`config.mk`:
```
export PLATFORM = sky130hd
export DESIGN_NAME = apv_frame_decoder_flat
export DESIGN_NICKNAME = d
export VERILOG_FILES = /design/src/rtl/apv_frame_decoder_if.sv /design/src/rtl/apv_frame_decoder.sv /design/src/flat_wrapper.sv
export SDC_FILE = /design/constraint.sdc
export NUM_CORES = 1
export LEC_CHECK = 0
export BUFFER_PORTS_ARGS = -buffer_cell sky130_fd_sc_hd__buf_2
export CORE_MARGIN = 1
export CORE_UTILIZATION = 43
export DETAILED_ROUTE_END_ITERATION = 8
export MAX_ROUTING_LAYER = met4
export PLACE_DENSITY = 0.73
export SLEW_MARGIN = 20
export SYNTH_ARGS = -nofsm -noshare
export SYNTH_HDL_FRONTEND = slang
export SYNTH_SLANG_ARGS = --single-unit
```
`constraint.sdc`:
```
create_clock -name CLK -period 1.7 [get_ports CLK]
set_input_delay 0.255 -clock CLK [delete_from_list [all_inputs] [get_ports CLK]]
set_output_delay 0.255 -clock CLK [all_outputs]
set_load 0.05 [all_outputs]
```
`src/rtl/apv_frame_decoder_if.sv`:
```
// Purpose : bundles the sample input and decoded-frame outputs of one APV channel decoder.
// Latency : none (wiring only).
// Backpressure: none; the sample source cannot be stalled.
interface apv_frame_decoder_if;
    logic [11:0] SAMPLE_IN;
    logic        SAMPLE_VALID;
    logic [11:0] DATA_OUT;
    logic        DATA_VALID;
    logic [6:0]  DATA_IDX;
    logic        FRAME_START;
    logic [7:0]  HDR_ADDR;
    logic        HDR_ERR;
    logic        FRAME_END;
    logic        LOCKED;
    logic        SYNC_ERR;
    logic [15:0] FRAME_CNT;

    // Sample source side (deserializer / testbench driver)
    modport master (
        output SAMPLE_IN, SAMPLE_VALID,
        input  DATA_OUT, DATA_VALID, DATA_IDX, FRAME_START, HDR_ADDR, HDR_ERR,
        input  FRAME_END, LOCKED, SYNC_ERR, FRAME_CNT
    );

    // Decoder side
    modport slave (
        input  SAMPLE_IN, SAMPLE_VALID,
        output DATA_OUT, DATA_VALID, DATA_IDX, FRAME_START, HDR_ADDR, HDR_ERR,
        output FRAME_END, LOCKED, SYNC_ERR, FRAME_CNT
    );
endinterface

```
`src/rtl/apv_frame_decoder.sv`:
```
// Purpose : lock onto APV sync ticks, parse frame headers, emit 128 indexed analog samples per frame.
// Latency : every output is registered, 1 CLK after the valid sample that causes it.
// Backpressure: none; SAMPLE_VALID low holds all state and zeroes the pulse outputs.
module apv_frame_decoder #(
    parameter logic [11:0] THRESHOLD   = 12'h800,
    parameter int          TICK_PERIOD = 35,
    parameter int          LOCK_TICKS  = 4,
    parameter int          N_SAMPLES   = 128
) (
    input  logic               CLK,
    input  logic               RSTn,
    apv_frame_decoder_if.slave bus
);
    localparam int PER_W = $clog2(2*TICK_PERIOD + 2);
    localparam int LCK_W = $clog2(LOCK_TICKS + 1);
    localparam int CNT_W = $clog2(N_SAMPLES + 9);

    localparam logic [2:0] S_IDLE = 3'd0;
    localparam logic [2:0] S_H1   = 3'd1;
    localparam logic [2:0] S_H2   = 3'd2;
    localparam logic [2:0] S_ADDR = 3'd3;
    localparam logic [2:0] S_ERRB = 3'd4;
    localparam logic [2:0] S_DATA = 3'd5;
    localparam logic [2:0] S_SKIP = 3'd6;

    localparam logic [PER_W-1:0] PER_TGT   = PER_W'(TICK_PERIOD);
    localparam logic [PER_W-1:0] LOSS_LIM  = PER_W'(2*TICK_PERIOD);
    localparam logic [LCK_W-1:0] LOCK_MAX  = LCK_W'(LOCK_TICKS);
    localparam logic [CNT_W-1:0] ADDR_LAST = CNT_W'(7);
    localparam logic [CNT_W-1:0] DATA_LAST = CNT_W'(N_SAMPLES - 1);
    localparam logic [CNT_W-1:0] SKIP_LAST = CNT_W'(N_SAMPLES + 8);

    // frame FSM
    logic [2:0]       r_state;
    logic [CNT_W-1:0] r_cnt;
    logic [7:0]       r_addr_sh;
    // tick tracking
    logic [PER_W-1:0] r_per;       // samples since last tick's first high, 1 on the sample after it
    logic             r_per_vld;
    logic             r_pend_vld;  // interval of the tick currently in H1 was measurable
    logic             r_pend_ok;   // ...and equalled TICK_PERIOD
    logic [PER_W-1:0] r_low;       // low samples since the last high (hunting states only)
    logic [LCK_W-1:0] r_lockcnt;
    // registered outputs
    logic [11:0]      r_data_out;
    logic             r_data_vld;
    logic [6:0]       r_data_idx;
    logic             r_frame_start;
    logic [7:0]       r_hdr_addr;
    logic             r_hdr_err;
    logic             r_frame_end;
    logic             r_sync_err;
    logic [15:0]      r_frame_cnt;

    logic             w_h;
    logic             w_locked;
    logic             w_hunt;
    logic             w_body_done;
    logic             w_lock_loss;
    logic [PER_W-1:0] w_per_inc;
    logic [PER_W-1:0] w_low_inc;

    assign w_h         = (bus.SAMPLE_IN > THRESHOLD);
    assign w_locked    = (r_lockcnt == LOCK_MAX);
    assign w_hunt      = (r_state == S_IDLE) || (r_state == S_H1) || (r_state == S_H2);
    assign w_body_done = ((r_state == S_DATA) && (r_cnt == DATA_LAST)) ||
                         ((r_state == S_SKIP) && (r_cnt == SKIP_LAST));
    // long silence in IDLE while locked: this low is the (2*TICK_PERIOD+1)-th since the last high
    assign w_lock_loss = (r_state == S_IDLE) && !w_h && w_locked && (r_low >= LOSS_LIM);
    assign w_per_inc   = (r_per == '1) ? r_per : r_per + 1'b1;
    assign w_low_inc   = (r_low == '1) ? r_low : r_low + 1'b1;

    assign bus.DATA_OUT    = r_data_out;
    assign bus.DATA_VALID  = r_data_vld;
    assign bus.DATA_IDX    = r_data_idx;
    assign bus.FRAME_START = r_frame_start;
    assign bus.HDR_ADDR    = r_hdr_addr;
    assign bus.HDR_ERR     = r_hdr_err;
    assign bus.FRAME_END   = r_frame_end;
    assign bus.LOCKED      = w_locked;
    assign bus.SYNC_ERR    = r_sync_err;
    assign bus.FRAME_CNT   = r_frame_cnt;

    // Tick spacing, lock counting, silence detection and SYNC_ERR generation
    always_ff @(posedge CLK or negedge RSTn) begin
        if (!RSTn) begin
            r_per      <= '0;
            r_per_vld  <= 1'b0;
            r_pend_vld <= 1'b0;
            r_pend_ok  <= 1'b0;
            r_low      <= '0;
            r_lockcnt  <= '0;
            r_sync_err <= 1'b0;
        end else begin
            r_sync_err <= 1'b0;
            if (bus.SAMPLE_VALID) begin
                r_per <= w_per_inc;
                // first high of a tick or header: measure interval, restart the period count
                if ((r_state == S_IDLE) && w_h) begin
                    r_pend_vld <= r_per_vld;
                    r_pend_ok  <= (r_per == PER_TGT);
                    r_per      <= PER_W'(1);
                    r_per_vld  <= 1'b1;
                end
                // a frame or skipped frame breaks the tick cadence; next tick only re-arms
                if (w_body_done) begin
                    r_per_vld <= 1'b0;
                end

                if (w_body_done || (w_hunt && w_h)) begin
                    r_low <= '0;
                end else if (w_hunt) begin
                    r_low <= w_low_inc;
                end

                // tick confirmed (single high): apply the interval measured at its first high
                if ((r_state == S_H1) && !w_h && r_pend_vld) begin
                    if (!r_pend_ok) begin
                        r_lockcnt <= '0;
                    end else if (!w_locked) begin
                        r_lockcnt <= r_lockcnt + 1'b1;
                    end
                end else if (w_lock_loss) begin
                    r_lockcnt <= '0;
                end else if ((r_state == S_SKIP) && (r_cnt == SKIP_LAST)) begin
                    r_lockcnt <= '0;
                end

                r_sync_err <= ((r_state == S_H2) && !w_h) || w_lock_loss;
            end
        end
    end

    // Frame FSM: header qualification, address/error capture, indexed sample output
    always_ff @(posedge CLK or negedge RSTn) begin
        if (!RSTn) begin
            r_state       <= S_IDLE;
            r_cnt         <= '0;
            r_addr_sh     <= '0;
            r_data_out    <= '0;
            r_data_vld    <= 1'b0;
            r_data_idx    <= '0;
            r_frame_start <= 1'b0;
            r_hdr_addr    <= '0;
            r_hdr_err     <= 1'b0;
            r_frame_end   <= 1'b0;
            r_frame_cnt   <= '0;
        end else begin
            r_data_vld    <= 1'b0;
            r_frame_start <= 1'b0;
            r_frame_end   <= 1'b0;
            if (bus.SAMPLE_VALID) begin
                case (r_state)
                    S_IDLE: begin
                        if (w_h) r_state <= S_H1;
                    end
                    S_H1: begin
                        r_state <= w_h ? S_H2 : S_IDLE;
                    end
                    S_H2: begin
                        r_cnt <= '0;
                        if (!w_h)          r_state <= S_IDLE;
                        else if (w_locked) r_state <= S_ADDR;
                        else               r_state <= S_SKIP;
                    end
                    S_ADDR: begin
                        r_addr_sh <= {r_addr_sh[6:0], w_h};
                        r_cnt     <= r_cnt + 1'b1;
                        if (r_cnt == ADDR_LAST) r_state <= S_ERRB;
                    end
                    S_ERRB: begin
                        r_hdr_addr    <= r_addr_sh;
                        r_hdr_err     <= w_h;
                        r_frame_start <= 1'b1;
                        r_frame_cnt   <= r_frame_cnt + 16'd1;
                        r_cnt         <= '0;
                        r_state       <= S_DATA;
                    end
                    S_DATA: begin
                        r_data_out <= bus.SAMPLE_IN;
                        r_data_vld <= 1'b1;
                        r_data_idx <= r_cnt[6:0];
                        r_cnt      <= r_cnt + 1'b1;
                        if (r_cnt == DATA_LAST) begin
                            r_frame_end <= 1'b1;
                            r_state     <= S_IDLE;
                        end
                    end
                    S_SKIP: begin
                        r_cnt <= r_cnt + 1'b1;
                        if (r_cnt == SKIP_LAST) r_state <= S_IDLE;
                    end
                    default: r_state <= S_IDLE;
                endcase
            end
        end
    end
endmodule

```
`src/flat_wrapper.sv`:
```
// flat-port wrapper written by rule: the top's interface ports become plain ports
module apv_frame_decoder_flat 
#(
    parameter logic [11:0] THRESHOLD   = 12'h800,
    parameter int          TICK_PERIOD = 35,
    parameter int          LOCK_TICKS  = 4,
    parameter int          N_SAMPLES   = 128
)
  (CLK, RSTn, bus_SAMPLE_IN, bus_SAMPLE_VALID, bus_DATA_OUT, bus_DATA_VALID, bus_DATA_IDX, bus_FRAME_START, bus_HDR_ADDR, bus_HDR_ERR, bus_FRAME_END, bus_LOCKED, bus_SYNC_ERR, bus_FRAME_CNT);
  apv_frame_decoder_if bus_i ();
  input  logic CLK;
  input  logic RSTn;
  input wire logic [$bits(bus_i.SAMPLE_IN)-1:0] bus_SAMPLE_IN;
  input wire logic [$bits(bus_i.SAMPLE_VALID)-1:0] bus_SAMPLE_VALID;
  output wire logic [$bits(bus_i.DATA_OUT)-1:0] bus_DATA_OUT;
  output wire logic [$bits(bus_i.DATA_VALID)-1:0] bus_DATA_VALID;
  output wire logic [$bits(bus_i.DATA_IDX)-1:0] bus_DATA_IDX;
  output wire logic [$bits(bus_i.FRAME_START)-1:0] bus_FRAME_START;
  output wire logic [$bits(bus_i.HDR_ADDR)-1:0] bus_HDR_ADDR;
  output wire logic [$bits(bus_i.HDR_ERR)-1:0] bus_HDR_ERR;
  output wire logic [$bits(bus_i.FRAME_END)-1:0] bus_FRAME_END;
  output wire logic [$bits(bus_i.LOCKED)-1:0] bus_LOCKED;
  output wire logic [$bits(bus_i.SYNC_ERR)-1:0] bus_SYNC_ERR;
  output wire logic [$bits(bus_i.FRAME_CNT)-1:0] bus_FRAME_CNT;
  assign bus_i.SAMPLE_IN = bus_SAMPLE_IN;
  assign bus_i.SAMPLE_VALID = bus_SAMPLE_VALID;
  assign bus_DATA_OUT = bus_i.DATA_OUT;
  assign bus_DATA_VALID = bus_i.DATA_VALID;
  assign bus_DATA_IDX = bus_i.DATA_IDX;
  assign bus_FRAME_START = bus_i.FRAME_START;
  assign bus_HDR_ADDR = bus_i.HDR_ADDR;
  assign bus_HDR_ERR = bus_i.HDR_ERR;
  assign bus_FRAME_END = bus_i.FRAME_END;
  assign bus_LOCKED = bus_i.LOCKED;
  assign bus_SYNC_ERR = bus_i.SYNC_ERR;
  assign bus_FRAME_CNT = bus_i.FRAME_CNT;
  apv_frame_decoder #(.THRESHOLD(THRESHOLD), .TICK_PERIOD(TICK_PERIOD), .LOCK_TICKS(LOCK_TICKS), .N_SAMPLES(N_SAMPLES)) u_core (.CLK(CLK), .RSTn(RSTn), .bus(bus_i));
endmodule
```
==> summary by stage, run 1 <==
Status
The run finished, with violations left. The checks that failed: setup timing.

Die
The placeable core area is 9330 µm². For this design the top-level I/O count stands at 64. The die covers 10100 µm².

From bottom edge to top edge, the die measures 100 µm. The floorplan row count is 35. The starting utilization of the core area is 0.447.

The die width is 100 µm.

Layout
0 antenna diodes ended up in the layout. The share of layout cells above drive strength 1 is 0.432. Compared with the post-synthesis result, the final layout area differs by 26.6%. The final layout net count is 486.

Placement
The placer congestion estimate is 0.844. The estimated wirelength of the detail-placed design is about 6.3 mm. Port buffering added 63 buffers.

Clock network
The number of buffers added by the clock tree synthesis step is 9. The clock slew at the register clock pins of the worst setup and hold paths is 100 ps. The maximum count of clock buffers along a single path is 2. The root buffer cell chosen for the clock tree is clkbuf_8.

The clock reaches the later pin of the worst-skew pair after roughly 350 ps. TritonCTS built the clock tree. The clock net in this run drives a total of 87 sinks. The clock tree synthesis step divided the H-tree into 3 levels.

Timing
Timing would allow up to around 560 MHz. The number of pins exceeding their max-slew limit in the final report is 0. The clock arrives with approximately 16 ps of skew. The time the worst path needs with I/O delays and setup is roughly 1800 ps. Headroom to the max-slew limit came out at 0.647. At the pin with the least slew margin, the transition time is 523 ps.

Hold is met by 145 ps. Once routing completed, OpenROAD measured the worst setup slack at -84.2 ps. Setup violations remaining at the end of the flow were counted as 6. The post-route fraction of the period consumed by the critical path is 1.05. The final hold violation count is 0.

Setup repair after global routing could not meet its margin everywhere.

Yosys
The number of enable-type register cells in the synthesized netlist is 0. The largest total area in the synthesized netlist belongs to dfrtp_1. The synthesized design contains 87 register bits.

The yosys synthesis warning count is 0. Each instance of the synthesized netlist takes up on average 11.7 µm². Yosys attributes the largest share of cell area to dfrtp_1, mux2_2, xnor2_1, xor2_1, ha_1. Of the total synthesized cell area, the portion taken by AND, OR, NAND and NOR gates is 0.160. The arithmetic-cell share of the synthesized area counting full adders, half adders and majority gates is 0.0240. The portion of synthesized area spent on multiplexers is 0.106. The number of standard cells after synthesis is 358. The dominant combinational cell family by area after synthesis is simple AND/OR/NAND/NOR gates. Synthesis instantiated 57 different standard cells from the library.

The summed instance area of the synthesized netlist is 4170 µm². The share of the synthesized area in compound gates (AO/OA/AOI/OAI) is 0.0945. For this run, the register share of the synthesized area comes to 0.522. The dominant synthesized flop cell is dfrtp_1. When the netlist entered floorplanning its net count stood at 381.

The area fraction of the dominant cell type after synthesis is 0.522. The synthesized-area fraction occupied by xor and xnor cells is 0.0630. Counting flops with an async set or reset pin after synthesis yields a share of 1.00.

Critical path
The critical path is of the register to register type. The delay of the slowest cell on the worst path is slightly above 500 ps. The data arrival time at the worst-slack endpoint is between 2000 and 2500 ps. At the worst endpoint, the required time is roughly 2000 ps. In this run the critical register-to-register path is launched from u_core.r_cnt[1]. The critical path endpoint is u_core.r_lockcnt[2].

Traced cell by cell, the critical path runs through inv_1, ha_4, nand4b_1, or3_4, a21oi_2, a2bb2oi_2. The setup slack of the most critical reg-to-reg path is -80 ps. The number of cell instances on the worst register-to-register path is 6.

Along the worst path, the maximum fanout reaches 4. The kind of end point of the critical path is a register. The worst register-to-register path ends at u_core.r_lockcnt[2]. The cell with the largest stage delay on the worst path is or3_4.

The worst setup path is launched from a register. In this run the worst setup path begins at u_core.r_cnt[1].

Global routing
The wire length of the first global-routing pass is ~14 mm. The number of antenna violations at the first check in global routing is 0. The total congestion overflow is 0.

The combined global-route utilization of all metal layers is 0.186. The number of global-route vias before repair is 3093. Entering global routing, the biggest net connects 38 pins.

Min path
The worst hold path belongs to the class input pin to register. Along the worst hold path, the cell count comes to 2.

Job
The number of max-cap violations is 0.

Drt
The count of nets left with antenna violations once routing finished came out at 0. In the final routing, the length of wire on met1 measures just under 4 mm. The overall via count from detail_route is 3130.

The mean number of vias per cell is around 5.2. After detailed routing, the average wire length per cell comes to 14.2 µm. The number of violations reported at the end of detailed-routing iteration 0 is 129. For this run, design rule violations remaining after detail routing come to 0. After detailed routing, the total wire length is ~8.5 mm. The first TritonRoute pass finished after 4 iterations. Routed signal wires occupy layers up through met4. In the detailed route, the total length drawn on met2 is 4.20 mm.

The detailed route wirelength on metal3 is roughly 370 µm.

Power
For this design the static power due to leakage is between 2 and 3 nW. The cell area power density is around 1500 nW/µm². The total power is ~0.008 W. VDD sags by at most 632 µV.
[sequential cells by signal, indices dropped and copies added (netlist names), 3 cells and up]
signal	cells
u_core.r_cnt	8
u_core.r_low	7
u_core.bus.DATA_OUT	12
u_core.r_per	7
u_core.r_lockcnt	3
u_core.r_addr_sh	8
u_core.bus.DATA_IDX	7
u_core.bus.FRAME_CNT	16
u_core.bus.HDR_ADDR	8
u_core.r_state	3
[layout make-up]
class	instances	area [µm²]
Clock buffer	10	138
Clock inverter	6	75.1
Fill cell	772	4050
Inverter	10	41.3
Multi-Input combinational cell	246	1980
Sequential cell	87	2180
Tap cell	129	161
Timing Repair Buffer	109	701
[placed cells by master, fill, tap and decap left out, types with 4 or more instances in the layout]
cell	instances
a21oi_1	5
and2_1	4
and3_1	6
buf_2	61
buf_4	43
clkbuf_8	10
dfrtp_1	84
ha_1	4
inv_1	6
mux2_2	34
nand2_1	21
nand3_1	15
nand4_1	13
nor2_1	23
nor3_1	6
o21ai_0	10
xnor2_1	15
xor2_1	15
[synth_stat cells (2+ instances only)]
cell       count
dfrtp_1       87
mux2_2        34
nor2_1        25
nand2_1       22
nand3_1       15
xnor2_1       15
xor2_1        15
nand4_1       13
o21ai_0       12
nor3_1        10
inv_1          9
a21oi_1        8
ha_1           8
and3_1         7
buf_2          7
and2_1         6
clkbuf_1       4
a31oi_1        3
buf_6          3
mux2i_1        3
nand3b_1       3
nor4_1         3
a211o_1        2
a211oi_1       2
a221o_1        2
a2bb2oi_1      2
a32o_1         2
a41oi_1        2
mux2_4         2
nor2b_1        2
o311ai_0       2
or2_2          2
or3_4          2
[cell families after synthesis]
| kind of cell | after synthesis |
|---|---|
| AO/OA/AOI/OAI | 49 |
| XOR/XNOR | 30 |
| adder cells (fa/ha/maj) | 8 |
| buffers and inverters | 25 |
| flip-flops | 87 |
| multiplexers | 39 |
| AND/OR/NAND/NOR | 120 |
[stage by stage]
step           setup slack, ps  TNS, ps  instance area, µm²  utilization  std cells
4_1_cts                  -33.9     -122                5160        0.553        596
6_report                 -84.2     -279                5280        0.566        597
5_1_grt                   -155    -1240                5280        0.566        597
2_1_floorplan             2.99        0                4180            -        358
3_5_place_dp              -176    -1270                4920        0.527        579
3_3_place_gp             -90.3     -472                4920        0.527        579
[where the power goes]
group	total (W)	internal (W)	switching [W]
Sequential	0.00297	0.00256	0.000411
Combinational	0.00348	0.00136	0.00212
Clock	0.00152	0.000743	0.000777
[critical path, delay by kind of cell (launching register included)]
kind                       cells  cell delay (ps)
and+or+nand+nor                2              750
DFF                            1              430
AOI/OAI and AO/OA              2              290
adders and majority gates      1              140
buffers and inverters          1              130
[how the worst min path moves through the flow]
stage | start | endpoint | slack [ps]
final | bus_SAMPLE_IN[4] | u_core.bus.DATA_OUT[4] | 140
after global routing | bus_SAMPLE_IN[0] | u_core.bus.DATA_OUT[0] | 140
after floorplan | RSTn | u_core.bus.DATA_IDX[0] | -40
after global placement | RSTn | u_core.bus.FRAME_CNT[15] | 240
after detailed placement | RSTn | u_core.bus.FRAME_CNT[15] | 250
after CTS | bus_SAMPLE_IN[4] | u_core.bus.DATA_OUT[4] | 120
[layer usage]
| layer | track usage | vias up |
|---|---|---|
| met5 | - | - |
| met4 | 0.0468 | 0 |
| met3 | 0.0409 | 5 |
| met2 | 0.298 | 70 |
| met1 | 0.240 | 1560 |
| li1 | - | 1495 |
[repair_timing]
item                                    4_1_cts  5_1_grt
pin swaps                                    10       17
endpoints found under the hold margin        35        0
buffers inserted                              1        1
endpoints found under the setup margin       12       34
resized for setup                             8       27
hold buffers                                  1        0
(Power assumes the default switching activity.)
==> inputs of run 2 (changes only) <==
--- a/config.mk
+++ b/config.mk
@@ -6,7 +6,8 @@
 export NUM_CORES = 1
 export LEC_CHECK = 0
 export BUFFER_PORTS_ARGS = -buffer_cell sky130_fd_sc_hd__buf_2
-export CORE_MARGIN = 1
+export CORE_ASPECT_RATIO = 0.5
+export CORE_MARGIN = 5
 export CORE_UTILIZATION = 43
 export DETAILED_ROUTE_END_ITERATION = 8
 export MAX_ROUTING_LAYER = met4
==> summary by stage, run 2 (synthesis gave the netlist of run 1 again) <==
Status
The flow ran to the end, but the final reports show violations. The final reports fail on setup timing.

Drt
The mean number of vias per cell is 5.05 (-3.8%). The routed length per placed instance is 14.4 µm (+0.96%). The remaining number of nets flagged by the antenna check after routing is 0 (unchanged). The post-detailed-route DRC marker count is 0 (unchanged).

The overall via count from detail_route came to 3093 (-1.2%). The wire length after detailed routing is 8.80 mm (+3.7%). The number of violations reported at the end of detailed-routing iteration 0 is 143 (+11%). The iteration count of the initial detailed-routing pass is 4 (unchanged).

Placement
The post-placement worst setup slack was -165 ps (+11.3 ps). The total placed instance area came to 5000 µm² (+1.6%). The estimated wirelength of the detail-placed design was 6.54 mm (+4.5%).

The placer congestion estimate is 0.885 (+4.8%). The number of placed cells counting well taps is 593 (+2.4%). The quantity of I/O buffers inserted on ports is 63 (unchanged).

Timing
The clock skew after layout is 5.21 ps (-11.1 ps). The total setup violations reported at the end of the flow is 1 (-5). Setup repair after global routing could not meet its margin everywhere. The maximum achievable frequency is 575 MHz (+2.6%).

The final hold violation count came to 0 (unchanged). The actual slew at the worst max-slew pin was 487 ps (-36.3 ps). The worst setup slack after layout is -38.4 ps (+45.8 ps). The post-route fraction of the period consumed by the critical path is 1.02 (-0.0270). The number of pins exceeding their max-slew limit in the final report was 0 (unchanged). The time the worst path needs with I/O delays and setup is 1740 ps (-45.8 ps). The headroom to the max-slew limit is 0.675 (+0.0287).

Clock network
The clock slew at the register clock pins of the worst setup and hold paths came to 60 ps (-40 ps). The clock sink total is 87 (unchanged). The maximum count of clock buffers along a single path is 2 (unchanged). The number of buffers added by the clock tree synthesis step came to 9 (unchanged). The clock latency of the later-clocked register in the worst-skew pair is 340 ps (about the same). The number of levels in the clock H-tree is 3 (unchanged). CTS placed an instance of clkbuf_16 at the clock tree root. TritonCTS built the clock tree.

Critical path
The worst setup path category is register to register. The number of cell instances on the worst register-to-register path came to 4 (-2). The required time at the worst-slack endpoint was 1920 ps (-70 ps). The setup slack of the most critical reg-to-reg path is -40 ps (+50 ps).

STA classifies the critical path endpoint as a register. The data arrival time at the worst-slack endpoint was 1960 ps (-110 ps). The maximum fanout encountered on the critical timing path is 5 (+1). The kind of start point of the critical path is a register.

Layout
The share of layout cells above drive strength 1 is 0.425 (-0.00694). The final core area utilization was 0.570 (+0.00374). The final instance count without filler cells is 613 (+2.7%). The number of antenna repair diodes came to 0 (unchanged).

The number of flip-flops in the largest register is 16 (unchanged). The top cell types in the final layout, fill and taps aside, are dfrtp_1, buf_2, buf_4. The fill cell total of the finished layout is 792 (+2.6%). The area growth from synthesis to layout is 29.0%. The final layout net count is 496 (+2.1%). The area used by sequential logic in the layout was 2180 µm² (+0.11%).

The post-route cell area is 5380 µm² (+1.9%). The commonest non-fill, non-tap cell in the layout is dfrtp_1. The area used by multi-input combinational logic is 1930 µm² (-2.8%).

Die
The floorplan row count came to 25 (-29%). The placeable core area is 9450 µm² (+1.3%). The count of pins on the block boundary is 64 (unchanged).

The area enclosed by the die boundary is 11900 µm² (+18%). The y dimension of the die was 79.6 µm (-21%). The starting utilization of the core area is 0.442 (-0.00563). The die width is 149 µm (+49%).

Min path
The count of cells along the worst hold path is 2 (unchanged). The type of the worst min-delay path is input pin to register.

Global routing
The number of antenna violations at the first check in global routing is 0 (unchanged). The combined global-route utilization of all metal layers is 0.163 (-0.0229). The total congestion overflow was 0 (unchanged). The wire length of the first global-routing pass is 14.9 mm (+2.9%).

The largest net degree at the start of global routing is 38 (unchanged). The number of global-route vias before repair came to 3167 (+2.4%).

Power
The total power is 0.00832 W (+4.5%). The cell area power density was 1550 nW/µm² (+2.5%). The largest voltage drop on the vdd net is 604 µV (-4.5%). The leakage power figure is 2.65 nW (+3.3%).

Job
The number of max-cap violations is 0 (unchanged).
[run 2: cell count changes in the layout (fill, tap and decap cells not counted), sizes merged]
cell      before  now
clkinv         1    3
inv           12   10
clkinvlp       2    1
clkbuf        10   12
buf          108  118
bufinv         1    0
[run 2: path summary, 6_finish.rpt]
check | from | end
setup reg to reg | u_core.r_cnt[5] | u_core.r_state[1]
max in group asynchronous | RSTn | u_core.r_state[0]
min in group asynchronous | RSTn | u_core.bus.DATA_IDX[4]
hold / removal | bus_SAMPLE_IN[6] | u_core.bus.DATA_OUT[6]
setup / recovery | u_core.r_cnt[5] | u_core.r_state[1]
hold reg to reg | u_core.bus.FRAME_CNT[15] | u_core.bus.FRAME_CNT[15]
[run 2: cell type report]
class,instances,share of cell area
clock buffers,12,0.0458
inverters,10,0.00697
well taps,135,0.0314
clock inverters,4,0.00558
flip-flops and latches,87,0.406
multi-input cells,246,0.358
repair buffers,119,0.146
[run 2: per-stage QoR]
step / setup TNS [ps] / hold slack [ps]
CTS: 0 / 154
finish: -38.4 / 165
global route: -896 / 158
global placement: -1220 / 255
detailed placement: -1130 / 260
floorplan: 0 / -40.6
[run 2: metal layers]
metal	vias to the layer above	share of wire	routed length (µm)	global-route usage
met5	-	0	0	-
met4	0	0.011	96	0.0447
met3	9	0.039	346	0.0465
met2	55	0.48	4200	0.265
met1	1506	0.47	4150	0.202
li1	1523	-	-	-
[run 2: worst max-delay path, stage by stage (launching register included)]
cell and delay [ps]:
dfrtp_1 370, or3_4 420, o311ai_0 350, o311ai_0 230, a32o_1 240
[run 2: timing repair]
item / CTS / global route
hold buffers: 1 / 0
pin swaps: 3 / 16
setup endpoints to repair: 11 / 24
hold endpoints to repair: 35 / 0
buffers inserted: 0 / 3
gates resized for setup: 3 / 23
[run 2: power by group]
part           leakage (nW)  total [W]  internal (W)  switching [W]
sequential             1.15    0.00299       0.00256       0.000423
combinational          1.36    0.00350       0.00141        0.00210
clock                 0.133    0.00183       0.00104       0.000794
